File: src/rtl/seq_div8x4.sv
// seq_div8x4 -- sequential 8-bit by 4-bit unsigned restoring divider.
// Resolves one quotient bit per clock (MSB first) under a Start/Done handshake.
// A divide by zero completes one cycle after accept with Q=8'hFF, R=N[3:0].
//
// Ports:
//   Clk      in   clock, rising edge
//   Reset_b  in   synchronous active-low reset
//   Start    in   request, sampled in IDLE or DONE
//   N        in   8-bit dividend, captured on accept
//   D        in   4-bit divisor, captured on accept
//   Q        out  8-bit quotient (registered, held until next completion)
//   R        out  4-bit remainder (registered, held until next completion)
//   Busy     out  high while the iteration loop runs
//   Done     out  one-cycle completion pulse; Q/R/DivZero valid from here on
//   DivZero  out  set on completion when the captured divisor was zero
module seq_div8x4 (
   input  logic       Clk,
   input  logic       Reset_b,
   input  logic       Start,
   input  logic [7:0] N,
   input  logic [3:0] D,
   output logic [7:0] Q,
   output logic [3:0] R,
   output logic       Busy,
   output logic       Done,
   output logic       DivZero
);

   localparam int unsigned NW = 8;        // dividend / quotient width
   localparam int unsigned DW = 4;        // divisor / remainder width
   localparam int unsigned PW = DW + 1;   // shifted partial remainder width
   localparam int unsigned CW = 3;        // iteration counter width

   typedef enum logic [1:0] {
      S_IDLE = 2'd0,
      S_RUN  = 2'd1,
      S_DONE = 2'd2
   } state_t;

   state_t          state_q, state_d;
   logic [NW-1:0]   nsh_q, nsh_d;       // dividend shifter
   logic [DW-1:0]   dv_q, dv_d;         // captured divisor
   logic [DW-1:0]   p_q, p_d;           // partial remainder (always < divisor)
   logic [NW-1:0]   qsh_q, qsh_d;       // quotient shifter
   logic [CW-1:0]   cnt_q, cnt_d;
   logic [NW-1:0]   q_q, q_d;
   logic [DW-1:0]   r_q, r_d;
   logic            busy_q, busy_d;
   logic            done_q, done_d;
   logic            dz_q, dz_d;

   // One restoring step. The stored remainder stays below the divisor, so
   // only the shifted value needs the extra bit ahead of the compare.
   logic [PW-1:0]   p_shift;
   logic            qbit;
   logic [DW-1:0]   p_rem;
   logic [NW-1:0]   qsh_step;

   always_comb begin
      p_shift  = {p_q, nsh_q[NW-1]};
      qbit     = (p_shift >= PW'(dv_q));
      p_rem    = qbit ? DW'(p_shift - PW'(dv_q)) : p_shift[DW-1:0];
      qsh_step = {qsh_q[NW-2:0], qbit};
   end

   // Next-state and output logic.
   always_comb begin
      state_d = state_q;
      nsh_d   = nsh_q;
      dv_d    = dv_q;
      p_d     = p_q;
      qsh_d   = qsh_q;
      cnt_d   = cnt_q;
      q_d     = q_q;
      r_d     = r_q;
      dz_d    = dz_q;
      busy_d  = 1'b0;
      done_d  = 1'b0;

      case (state_q)
         S_IDLE, S_DONE: begin
            state_d = S_IDLE;
            if (Start) begin
               if (D != '0) begin
                  state_d = S_RUN;
                  nsh_d   = N;
                  dv_d    = D;
                  p_d     = '0;
                  qsh_d   = '0;
                  cnt_d   = '0;
                  busy_d  = 1'b1;
               end else begin
                  state_d = S_DONE;
                  q_d     = '1;
                  r_d     = N[DW-1:0];
                  dz_d    = 1'b1;
                  done_d  = 1'b1;
               end
            end
         end
         S_RUN: begin
            nsh_d = {nsh_q[NW-2:0], 1'b0};
            p_d   = p_rem;
            qsh_d = qsh_step;
            cnt_d = cnt_q + CW'(1);
            if (cnt_q == CW'(NW - 1)) begin
               // Result written on the last iteration so it lines up with Done.
               state_d = S_DONE;
               q_d     = qsh_step;
               r_d     = p_rem;
               dz_d    = 1'b0;
               done_d  = 1'b1;
            end else begin
               busy_d  = 1'b1;
            end
         end
         default: state_d = S_IDLE;
      endcase
   end

   // State and datapath registers.
   always_ff @(posedge Clk) begin
      if (!Reset_b) begin
         state_q <= S_IDLE;
         nsh_q   <= '0;
         dv_q    <= '0;
         p_q     <= '0;
         qsh_q   <= '0;
         cnt_q   <= '0;
         q_q     <= '0;
         r_q     <= '0;
         busy_q  <= 1'b0;
         done_q  <= 1'b0;
         dz_q    <= 1'b0;
      end else begin
         state_q <= state_d;
         nsh_q   <= nsh_d;
         dv_q    <= dv_d;
         p_q     <= p_d;
         qsh_q   <= qsh_d;
         cnt_q   <= cnt_d;
         q_q     <= q_d;
         r_q     <= r_d;
         busy_q  <= busy_d;
         done_q  <= done_d;
         dz_q    <= dz_d;
      end
   end

   assign Q       = q_q;
   assign R       = r_q;
   assign Busy    = busy_q;
   assign Done    = done_q;
   assign DivZero = dz_q;

endmodule
File: config.mk
export PLATFORM = sky130hd
export DESIGN_NAME = seq_div8x4
export DESIGN_NICKNAME = d
export VERILOG_FILES = /design/src/rtl/seq_div8x4.sv
export SDC_FILE = /design/constraint.sdc
export NUM_CORES = 1
export LEC_CHECK = 0
export ABC_CLOCK_PERIOD_IN_PS = 2280
export CAP_MARGIN = 30
export CORE_ASPECT_RATIO = 0.9
export CORE_MARGIN = 5
export CORE_UTILIZATION = 40
export DETAILED_ROUTE_END_ITERATION = 6
export PLACE_DENSITY = 0.61
export RECOVER_POWER = 50
export SLEW_MARGIN = 25
export SYNTH_ARGS = -nofsm -noshare
export SYNTH_HDL_FRONTEND = slang
export SYNTH_SLANG_ARGS = --single-unit
File: constraint.sdc
create_clock -name Clk -period 2.28 [get_ports Clk]
set_input_delay 0.342 -clock Clk [delete_from_list [all_inputs] [get_ports Clk]]
set_output_delay 0.342 -clock Clk [all_outputs]
set_load 0.01 [all_outputs]
**Yosys cells after proc, flatten, opt, wreduce, memory -nomap -nowiden**

Index checks and enable logic that the tools add are counted.

- Output and inout port bits: 15
- Register bits after elaboration: 43
- Input bits: 15

- Add/sub/neg operators: 2
- Mux-type cells: 37
- Reduce and logical (&&, ||, !) cells: 7
- Equal/unequal tests: 7
- $lt $le $gt $ge: 1

Operator list:

| kind | number |
|---|---|
| two-way mux 8 bit | 5 |
| one-hot mux 8 bit (2 select lines) | 2 |
| two-way mux 4 bit | 6 |
| one-hot mux 4 bit (2 select lines) | 2 |
| two-way mux 7 bit | 2 |
| one-hot mux 7 bit (2 select lines) | 1 |
| two-way mux 1 bit | 9 |
| inequality test 2 bit (second input constant) | 4 |
| two-way mux 2 bit | 3 |
| two-way mux 3 bit | 2 |
| one-hot mux 1 bit (2 select lines) | 3 |
| one-hot mux 3 bit (2 select lines) | 1 |
| AND reduction 3 bit | 2 |
| >= comparator 5 x 4 -> 1 bit | 1 |
| one-hot mux 2 bit (2 select lines) | 1 |
| AND reduction 4 bit | 1 |
| nonzero test 4 bit | 1 |
| subtractor 4 bit | 1 |
| adder 3 x 1 -> 3 bit (second input constant) | 1 |
| == test 3 bit (second input constant) | 1 |
| == test 2 x 1 -> 1 bit (second input constant) | 1 |
| == test 2 bit (second input constant) | 1 |
| zero test 2 bit | 1 |
| nonzero test 2 bit | 1 |
| OR reduction 2 bit | 1 |

**Logic depth before layout (Yosys ltp)**

- Depth after elaboration: 4
- Depth in mapped cells: 7

**Worst setup path before layout**

Ideal clock, no wire load.

- Path type: register to register
- From: reg cnt_q[0]
- To: reg r_q[0] (netlist: R[0])
- Buffers on the path: 1
- Period minus slack after synthesis: 1.701 ns
- Data arrival time: 1.627 ns
- Setup time: 0.074 ns
- Setup slack: 0.579 ns
- Cell stages (with the launch flop): 8
- Path through: dfxtp_1 ha_1 ha_1 nand3b_1 a21boi_0 clkbuf_1 a21oi_1 a31oi_1

- Longest elaborated chain between the ends: 3

RTL lines:

| item | RTL line | text |
|---|---|---|
| start, declared | 45 | `logic [CW-1:0] cnt_q, cnt_d;` |
| start signal, assigned | 141 | `cnt_q <= cnt_d;` |
| == test 3 bit | 106 | `if (cnt_q == CW'(NW - 1)) begin` |
| inequality test 2 bit (no source line) | - |  |
| AND reduction 4 bit (no source line) | - |  |
| end signal, assigned | 143 | `r_q <= r_d;` |
| end, declared | 47 | `logic [DW-1:0] r_q, r_d;` |

No other way between the ends.
A chain may end at the register's enable or synchronous reset.

**Final worst setup path**

- From: in D[3]
- To: reg p_q[2]

- Longest elaborated chain between the ends: 3

RTL lines:

| item | RTL line | text |
|---|---|---|
| start, declared | 21 | `input logic [3:0] D,` |
| nonzero test 4 bit | 84 | `if (D != '0) begin` |
| inequality test 2 bit (no source line) | - |  |
| AND reduction 3 bit (no source line) | - |  |
| end signal, assigned | 139 | `p_q <= p_d;` |
| end, declared | 43 | `logic [DW-1:0] p_q, p_d;` |

No other way between the ends.

==> run_results.csv <==
group,metric,value,unit
run_status,status,"complete, no violations",
placed_design,place_congestion,0.869,
drt,drc,0,
setup_path,r2r_slack,350,ps
drt,num_vias,1717,
sta,worst_pin_slew,837,ps
clock_network,cts_root_buffer,"clkbuf_8",
synth,synth_nets,250,
synth,synthArstFlopShare,0,%
setup_path,r2r-end,"R[0]",
die,fp.dieW,83.1,um
setup_path,path_class,"primary input to flop",
global_route,grt_overflow_total,0,
sta,max_slew_margin,44.0,%
final_layout,diodes,0,
drt,route.antenna.remaining_nets,0,
synth,synth_seq_cells,43,
drt,drtIter0Drc,125,
final_layout,nets,280,
power,p_leak,0.902,nW
drt,wire_per_inst,14.2,um
die,die_area,6290,sq um
synth,synth_top_flop_cell,"dfxtp_1",
global_route,antenna_found_initial,0,
synth,ys.warnings.count,0,
synth,netlist-cell-type-count,41,
clock_network,clk_pin_slew,80,ps
sta,finalSetupTns,0,ps
clock_network,numCtsBuffers,5,
die,ios,30,
setup_path,cp_max_fo,5,
final_layout,syn_to_final_growth,22.5,%
final_layout,postLayoutCoreUtil,49.6,%
global_route,grt_pass1_vias,1519,
placed_design,hpwl,3350,um
die,initial_core_util,40.5,%
synth,yosysSeqAreaShare,44.8,%
sta,timing.fmax,497,MHz
synth,synthesis.area,1920,sq um
placed_design,io_buffers,29,
power,peakVddDrop,410,uV
synth,netlist_instances,228,
clock_network,cts_sinks,43,
setup_path,crit_arrival,2230,ps
setup_path,cp-startpoint,"D[3]",
drt,drt-total-wl,4610,um
clock_network,cts_max_path_buffers,2,
clock_network,clk_latency,300,ps
sta,rsz0062_at_grt,"no",
synth,synth-edff-count,0,
global_route,grt_usage,15.2,%
placed_design,dpl_worst_slack,200,ps
setup_path,crit_required,2500,ps
clock_network,ctsHoldBuffers,0,
synth,synth_top_area_share,44.8,%
synth,synth_area_leaders,"dfxtp_1 45%, nand2_1 6.1%, nor2_1 4.9%",
sta,drv_slew,0,
synth,synth_commonest_cells,"43 x dfxtp_1, 31 x nand2_1, 25 x nor2_1",
clock_network,cts_setup_buffers,0,
final_layout,nFillCells,498,
die,num_rows,24,
drt,via_per_inst,5.30,
sta,hold_violations,0,
sta,period_share,88.3,%
final_layout,final_layout_size_suffix_gt1_share,6.95,%
global_route,grt_pass1_wl,7560,um
worst_hold_path,hp-class,"flop to flop",
setup_path,cp-end-kind,"flop",
sta,post-route-min-period,2010,ps
sta,setup_violations,0,
synth,synth_largest_area_cell,"dfxtp_1",
die,core,4740,sq um
global_route,grt_max_degree,34,
setup_path,reg2reg_from,"cnt_q[0]",
sta,finalWorstSetupSlack,268,ps
synth,syn_area_per_cell,8.43,sq um
drt,dr.pass1.iters,4,
setup_path,rr_worst_depth,8,
synth,yosysMostFrequentCell,"dfxtp_1",
clock_network,ctsResizeCount,0,
setup_path,start_kind,"primary input",
die,die_h,75.8,um
setup_path,cp-endpoint,"p_q[2]",
clock_network,ctsHtreeMaxLevel,2,
clock_network,tritoncts,"yes",
job,cap_violations,0,
sta,skew,7.66,ps
power,p_per_area,655,nW/um^2
## through the flow
stage                     instance area [sq um]  power, W  std cells  hold slack, ps
after global routing                       2350   0.00164        324             477
after CTS                                  2370   0.00156        324             460
after floorplan                            1920  0.000999        228             436
final                                      2350   0.00154        324             457
after global placement                     2280   0.00109        316             444
after detailed placement                   2280   0.00109        316             449
## cell usage in the layout, fill, tap and decap left out, types with 2 or more instances in the layout
master / Yosys / layout
clkbuf_1: 12 / 2
o21ai_1: 4 / 4
and2_1: 2 / 2
ha_1: 6 / 6
nand2_1: 31 / 31
nor2b_1: 2 / 2
inv_1: 6 / 6
nand2b_1: 3 / 3
or4_1: 1 / 2
clkbuf_8: 0 / 5
o21ai_0: 6 / 6
clkdlybuf4s50_1: 0 / 13
a311oi_1: 8 / 8
dfxtp_1: 43 / 43
nand3_1: 8 / 8
nor3_1: 14 / 14
dlygate4sd3_1: 0 / 16
nand4_1: 2 / 2
o211ai_1: 4 / 4
a31oi_1: 8 / 8
a22oi_1: 2 / 2
o21a_1: 2 / 2
buf_4: 0 / 8
a21oi_1: 17 / 18
nor2_1: 25 / 26
## cells by family (layout without fill, tap and decap cells)
logic type / after synthesis / count (layout) / synth area share (%)
fa+ha+maj: 7 / 7 / 4.95
compound gates: 61 / 61 / 21.5
xor+xnor: 1 / 1 / 0.456
buf+inv: 21 / 52 / 5.27
simple gates: 94 / 94 / 22.5
flops: 43 / 43 / 44.8
mux: 1 / 1 / 0.521
## how the worst min path moves through the flow
stage	startpoint	end	slack, ps	depth (start not counted)
finish	dv_q[1]	dv_q[1]	460	2
global route	dv_q[2]	dv_q[2]	480	2
CTS	dv_q[1]	dv_q[1]	460	2
detailed placement	dv_q[1]	dv_q[1]	450	2
global placement	dv_q[1]	dv_q[1]	440	2
floorplan	dv_q[1]	dv_q[1]	440	2
## worst max-delay path, cell delays in order
cell and delay (ps):
clkdlybuf4s50_1 430, or4_1 710, a21oi_1 470, nand2_1 100, a31oi_1 180
## power breakdown
| group | leakage, nW | switching, W | internal (W) | total (W) |
|---|---|---|---|---|
| clock | 0.0412 | 0.000258 | 0.000214 | 0.000473 |
| sequential | 0.350 | 0.0000232 | 0.000787 | 0.000810 |
| combinational | 0.510 | 0.000153 | 0.000106 | 0.000259 |
| total | 0.902 | 0.000435 | 0.00111 | 0.00154 |
## registers in the layout, indices dropped and copies added, names as in the netlist
signal   count
dv_q         4
R            4
nsh_q        8
Done         1
DivZero      1
Q            8
p_q          4
state_q      2
Busy         1
qsh_q        7
cnt_q        3
## metal layers
metal,global-route usage [%],up-vias,share of wire (%)
met5,0,-,0
met4,5.44,0,1.1
met3,4.65,7,5.2
met2,22.7,41,42
met1,21.0,800,51
li1,-,869,-
## area by class of cell
type                            count  area, sq um  share of cell area (%)
Sequential cell                    43          861                    36.6
Multi-Input combinational cell    164          950                    40.4
Clock inverter                      2         12.5                   0.532
Timing Repair Buffer               38          354                    15.0
Inverter                            6         22.5                   0.957
Tap cell                           65         81.3                    3.46
Clock buffer                        6         72.6                    3.08
Note: power is estimated with default switching activity, not from simulation.
